## config.mk

```make
export PLATFORM = sky130hd
export DESIGN_NAME = div_issue
export DESIGN_NICKNAME = d
export VERILOG_FILES = /design/src/rtl/div_pkg.sv /design/src/rtl/div_issue_special.sv /design/src/rtl/div_issue.sv
export SDC_FILE = /design/constraint.sdc
export NUM_CORES = 1
export LEC_CHECK = 0
export ABC_AREA = 1
export ABC_CLOCK_PERIOD_IN_PS = 11800
export CAP_MARGIN = 20
export CORE_MARGIN = 2
export CORE_UTILIZATION = 40
export CTS_CLUSTER_SIZE = 30
export DETAILED_ROUTE_END_ITERATION = 12
export PLACE_DENSITY = 0.67
export SLEW_MARGIN = 10
export SYNTH_ARGS = -nofsm -noshare
export SYNTH_HDL_FRONTEND = slang
export SYNTH_HIERARCHICAL = 1
export SYNTH_SLANG_ARGS = --single-unit
```

## constraint.sdc

```tcl
create_clock -name clk -period 11.8 [get_ports clk]
set_clock_uncertainty 0.2 [all_clocks]
set_input_delay 2.36 -clock clk [delete_from_list [all_inputs] [get_ports clk]]
set_output_delay 2.36 -clock clk [all_outputs]
set_load 0.005 [all_outputs]
```

## src/rtl/div_pkg.sv

```systemverilog
// Shared types for the divider issue sequencer and the iterative divider.
package div_pkg;

    typedef enum logic [1:0] {
        DIV  = 2'b00,
        DIVU = 2'b01,
        REM  = 2'b10,
        REMU = 2'b11
    } div_op_t;

    // Accept-to-response latency of the divider path, for benches.
    localparam int DIV_LATENCY = 36;

    function automatic logic is_signed_op(input div_op_t op);
        return (op == DIV) || (op == REM);
    endfunction

endpackage

```

## src/rtl/div_issue_special.sv

```systemverilog
// RISC-V divide special cases: divide-by-zero and signed overflow.
module div_special
    import div_pkg::*;
#(
    parameter int D_WIDTH = 32
) (
    input  div_op_t              op,
    input  logic [D_WIDTH-1:0]   a,
    input  logic [D_WIDTH-1:0]   b,
    output logic                 is_special,
    output logic [D_WIDTH-1:0]   special_result
);

    localparam logic [D_WIDTH-1:0] ALL_ONES = {D_WIDTH{1'b1}};
    localparam logic [D_WIDTH-1:0] MIN_NEG  = {1'b1, {D_WIDTH-1{1'b0}}};

    always_comb begin
        is_special     = 1'b0;
        special_result = '0;
        if (b == '0) begin
            is_special     = 1'b1;
            special_result = ((op == DIV) || (op == DIVU)) ? ALL_ONES : a;
        end else if (is_signed_op(op) && (a == MIN_NEG) && (b == ALL_ONES)) begin
            is_special     = 1'b1;
            special_result = (op == DIV) ? a : '0;
        end
    end

endmodule

```

## src/rtl/div_issue.sv

```systemverilog
// Sequencer between execute and the 32-step divider: fast special cases,
// single-pulse divider start, flush-as-kill since the divider cannot abort.
module div_issue
    import div_pkg::*;
#(
    parameter int D_WIDTH = 32,
    parameter int TAG_W   = 5
) (
    input  logic                clk,
    input  logic                rst,
    input  logic                req_valid,
    output logic                req_ready,
    input  div_op_t             req_op,
    input  logic [D_WIDTH-1:0]  req_a,
    input  logic [D_WIDTH-1:0]  req_b,
    input  logic [TAG_W-1:0]    req_tag,
    input  logic                flush,
    output logic                resp_valid,
    output logic [D_WIDTH-1:0]  resp_result,
    output logic [TAG_W-1:0]    resp_tag,
    output logic                busy,
    output logic                div_start,
    output div_op_t             div_ctrl,
    output logic [D_WIDTH-1:0]  div_num,
    output logic [D_WIDTH-1:0]  div_den,
    input  logic [D_WIDTH-1:0]  div_result,
    input  logic                div_busy
);

    typedef enum logic [2:0] {
        IDLE  = 3'd0,
        FAST  = 3'd1,
        ISSUE = 3'd2,
        WAIT  = 3'd3,
        RESP  = 3'd4
    } state_t;

    state_t               state_q, state_d;
    logic                 killed_q;
    div_op_t              op_q;
    logic [D_WIDTH-1:0]   a_q, b_q, spec_q, res_hold_q;
    logic [TAG_W-1:0]     tag_q, tag_hold_q;
    logic                 accept, is_special;
    logic [D_WIDTH-1:0]   special_result;

    div_special #(.D_WIDTH(D_WIDTH)) u_special (
        .op             (req_op),
        .a              (req_a),
        .b              (req_b),
        .is_special     (is_special),
        .special_result (special_result)
    );

    assign req_ready = (state_q == IDLE) && !flush;
    assign accept    = req_valid && req_ready;
    assign busy      = (state_q != IDLE);
    assign div_ctrl  = op_q;
    assign div_num   = a_q;
    assign div_den   = b_q;

    always_comb begin
        state_d    = state_q;
        resp_valid = 1'b0;
        div_start  = 1'b0;
        unique case (state_q)
            IDLE:  if (accept) state_d = is_special ? FAST : ISSUE;
            FAST: begin
                resp_valid = !(killed_q || flush);
                state_d    = IDLE;
            end
            ISSUE: begin
                div_start = 1'b1;
                state_d   = WAIT;
            end
            WAIT:  if (!div_busy) state_d = RESP;
            RESP: begin
                resp_valid = !(killed_q || flush);
                state_d    = IDLE;
            end
            default: state_d = IDLE;
        endcase
    end

    // Outputs hold the last delivered response while resp_valid is low.
    assign resp_result = resp_valid ? ((state_q == RESP) ? div_result : spec_q) : res_hold_q;
    assign resp_tag    = resp_valid ? tag_q : tag_hold_q;

    always_ff @(posedge clk or posedge rst) begin
        if (rst) begin
            state_q    <= IDLE;
            killed_q   <= 1'b0;
            op_q       <= DIV;
            a_q        <= '0;
            b_q        <= '0;
            tag_q      <= '0;
            spec_q     <= '0;
            res_hold_q <= '0;
            tag_hold_q <= '0;
        end else begin
            state_q <= state_d;
            if (accept) begin
                op_q   <= req_op;
                a_q    <= req_a;
                b_q    <= req_b;
                tag_q  <= req_tag;
                spec_q <= special_result;
            end
            if ((state_q == IDLE) || (state_d == IDLE))
                killed_q <= 1'b0;
            else if (flush)
                killed_q <= 1'b1;
            if (resp_valid) begin
                res_hold_q <= resp_result;
                tag_hold_q <= resp_tag;
            end
        end
    end

endmodule

```

==> impl_metrics.csv <==
group,metric,value,unit
clock_network,htreeDepth,4,
logic_synthesis,synth_cell_types,26,
drt,wl_per_cell,14.8,microns
clock_network,cts_sinks,144,
drt,drt_wl_total,19800,microns
sta,setup_tns,0,ps
global_routing,grt_usage,21.7,%
sta,setup_viol,0,
critical_path,cp.depth,6,
global_routing,overflow,0,
sta,post-route-min-period,7220,ps
clock_network,cts-root-buf,"clkbuf_16",
global_routing,gr-usage-met3,5.74,%
logic_synthesis,synth_edf_count,0,
floorplan,ioPinCount,215,
logic_synthesis,netlist_top_cells_count,"441 x nand2_1, 144 x dfrtp_1, 136 x nand3_1, 40 x nor2_1, 32 x inv_1",
logic_synthesis,yosys.area.top_type,"dfrtp_1",
floorplan,die_w,137,microns
floorplan,core,17200,sq um
drt,ant_nets,0,
clock_network,worstSkewPairLatency,410,ps
place,gp_congestion,0.789,
finish,instances_no_fill,1341,
global_routing,grt_pass1_vias,5948,
critical_path,critPathMaxStageDelay,610,ps
place,dp_hpwl,13300,microns
drt,vias,6432,
critical_path,critPathMaxFanout,37,
floorplan,die_area,18700,sq um
finish,nets,1212,
clock_network,holdBufCountCts,0,
pwr,p_total,1.87,mW
drt,viasPerCell,4.80,
critical_path,crit_type,"in2out",
logic_synthesis,ys_async_sr_fraction,100,%
logic_synthesis,syn-cell-area,7050,sq um
clock_network,cts_tree,"built",
sta,fin_crit_sh,61.2,%
sta,fmax,138,MHz
place,dp.cells,1308,
critical_path,cpMaxStageDelayCell,"nand3_2",
drt,dr.pass1.iters,5,
logic_synthesis,yosysMostFrequentCell,"nand2_1",
global_routing,antenna_found_initial,0,
finish,layout-drive-gt1-share,7.44,%
clock_network,cts_resized,0,
clock_network,post-cts-setup-buffers,0,
global_routing,gr-usage-met2,31.4,%
logic_synthesis,synthTopCellsByArea,"dfrtp_1 51%, nand2_1 23%, nand3_1 9.7%",
worst_hold_path,whs_path_depth,2,
global_routing,grt_pass1_wl,31600,microns
place,io_buffer_count,214,
sta,slew_headroom,27.0,%
critical_path,startpoint_type,"input port",
worst_hold_path,hp-class,"reg2reg",
sta,whs,268,ps
global_routing,grt_busiest_layer,"met1",
run_status,status,"complete, no violations",
pwr,ir_drop,0.114,mV
critical_path,worst-path-buf-inv,2,
finish,n_antenna_cell,0,
critical_path,crit_path_end_kind,"primary output",
floorplan,fp-row-count,48,
critical_path,cp.arrival,4660,ps
critical_path,crit_family,"simple AND/OR/NAND/NOR gates",
clock_network,path_clk_slew,60,ps
logic_synthesis,synth_top_area_share,51.1,%
critical_path,rr_worst_depth,6,
global_routing,grt_max_degree,106,
pwr,leakagePower,5.13,nW
drt,route.detailed.drc,0,
run,maxCapViolations,0,
critical_path,path_cells,"clkdlybuf4s50_1 > nor2_2 > nand3_2 > nand2_1 > nand2_1 > clkdlybuf4s50_1",
critical_path,required,9240,ps
logic_synthesis,syn_avg_cell_area,7.66,sq um
clock_network,numCtsBuffers,17,
floorplan,start_util,40.9,%
drt,drt_iter0_markers,451,
clock_network,cts_buffer_depth,2,
finish,fill_cells,1608,
sta,slew_violations,0,
finish,finalCoreUtilization,57.0,%
logic_synthesis,yosysSeqAreaShare,51.1,%
logic_synthesis,synthFlopType,"dfrtp_1",
sta,worstMarginPinSlew,1090,ps
logic_synthesis,synth_warnings,6,
logic_synthesis,postSynthCellCount,920,
pwr,power.density,191,nW/um^2
logic_synthesis,ys_ff_latch,144,
finish,syn_to_final_growth,39.3,%
sta,finalHoldViolCount,0,
global_routing,met1_usage,31.8,%
logic_synthesis,syn_nets,1028,
floorplan,die_h,137,microns
sta,grt_setup_unrepaired,"no",
==> state kept, by name (all words and copies together) (netlist names) <==
register / count
tag_hold_q: 5
killed_q: 1
res_hold_q: 32
tag_q: 5
div_ctrl: 2
div_den: 32
spec_q: 32
div_num: 32
state_q: 3
==> cell type report <==
type | instances | area, sq um | area share (%)
Clock buffer | 22 | 484 | 4.93
Clock inverter | 9 | 82.6 | 0.841
Inverter | 35 | 136 | 1.39
Multi-Input combinational cell | 685 | 3000 | 30.6
Sequential cell | 144 | 3600 | 36.7
Tap cell | 225 | 282 | 2.87
Timing Repair Buffer | 221 | 2230 | 22.7
==> worst min-delay path, cell delays in order (launching register included) <==
cell	delay, ps
dfrtp_1	320
nand2_1	60
nand2_1	50
==> layer usage <==
| metal | part of all wire, % | vias to the layer above |
|---|---|---|
| li1 | - | 3285 |
| met1 | 47 | 2957 |
| met2 | 44 | 174 |
| met3 | 7.0 | 16 |
| met4 | 1.2 | 0 |
| met5 | 0 | - |
==> logic make-up (layout without fill, tap and decap cells) <==
kind of cell / count (synthesis) / in the layout / synth area share (%)
and+or+nand+nor: 652 / 652 / 38.7
AOI/OAI and AO/OA: 33 / 33 / 3.80
DFF: 144 / 144 / 51.1
buffers and inverters: 91 / 287 / 6.44
==> layout by cell type (no fill, tap or decap) <==
master	count
nand3_1	136
o21bai_1	1
nor2_2	7
nand4_1	18
clkbuf_16	17
inv_2	3
clkinvlp_4	2
bufinv_16	1
nand2_1	441
nand4_4	1
buf_16	2
dfrtp_1	144
and2_0	1
o21ai_0	2
o211ai_1	1
o21ai_2	1
nand2_2	3
buf_4	5
clkinv_2	4
clkinv_4	1
nor3_1	1
nor2_1	40
clkdlybuf4s50_1	212
nor2_4	2
nor3b_1	1
buf_2	1
buf_8	1
inv_6	2
clkbuf_8	4
clkbuf_1	1
inv_1	31
a21oi_2	25
a21oi_1	3
nand3_2	1
==> worst paths after layout <==
path | to | slack [ps] | start
min in group asynchronous | res_hold_q[28]$_DFFE_PP0P_ | 2240 | rst
hold / removal | tag_hold_q[0]$_DFFE_PP0P_ | 270 | tag_hold_q[0]$_DFFE_PP0P_
max in group asynchronous | div_num[2]$_DFFE_PP0P_ | 7770 | rst
setup reg to reg | spec_q[25]$_DFFE_PP0P_ | 8740 | state_q[1]$_DFF_PP0_
hold reg to reg | tag_hold_q[0]$_DFFE_PP0P_ | 270 | tag_hold_q[0]$_DFFE_PP0P_
setup / recovery | resp_result[7] | 4580 | flush
==> power by group <==
group	switching, mW	total [mW]	internal, mW
logic	0.318	0.658	0.341
clock network	0.201	0.512	0.311
registers	0.0747	0.704	0.629
==> stage by stage <==
| stage | instance area [sq um] | worst slack [ps] |
|---|---|---|
| 2_1_floorplan | 7050 | 5370 |
| 3_3_place_gp | 9190 | 4640 |
| 3_5_place_dp | 9220 | 4560 |
| 4_1_cts | 9780 | 4560 |
| 5_1_grt | 9820 | 4350 |
| 6_report | 9820 | 4580 |
Power figures use the tool's default switching activity.
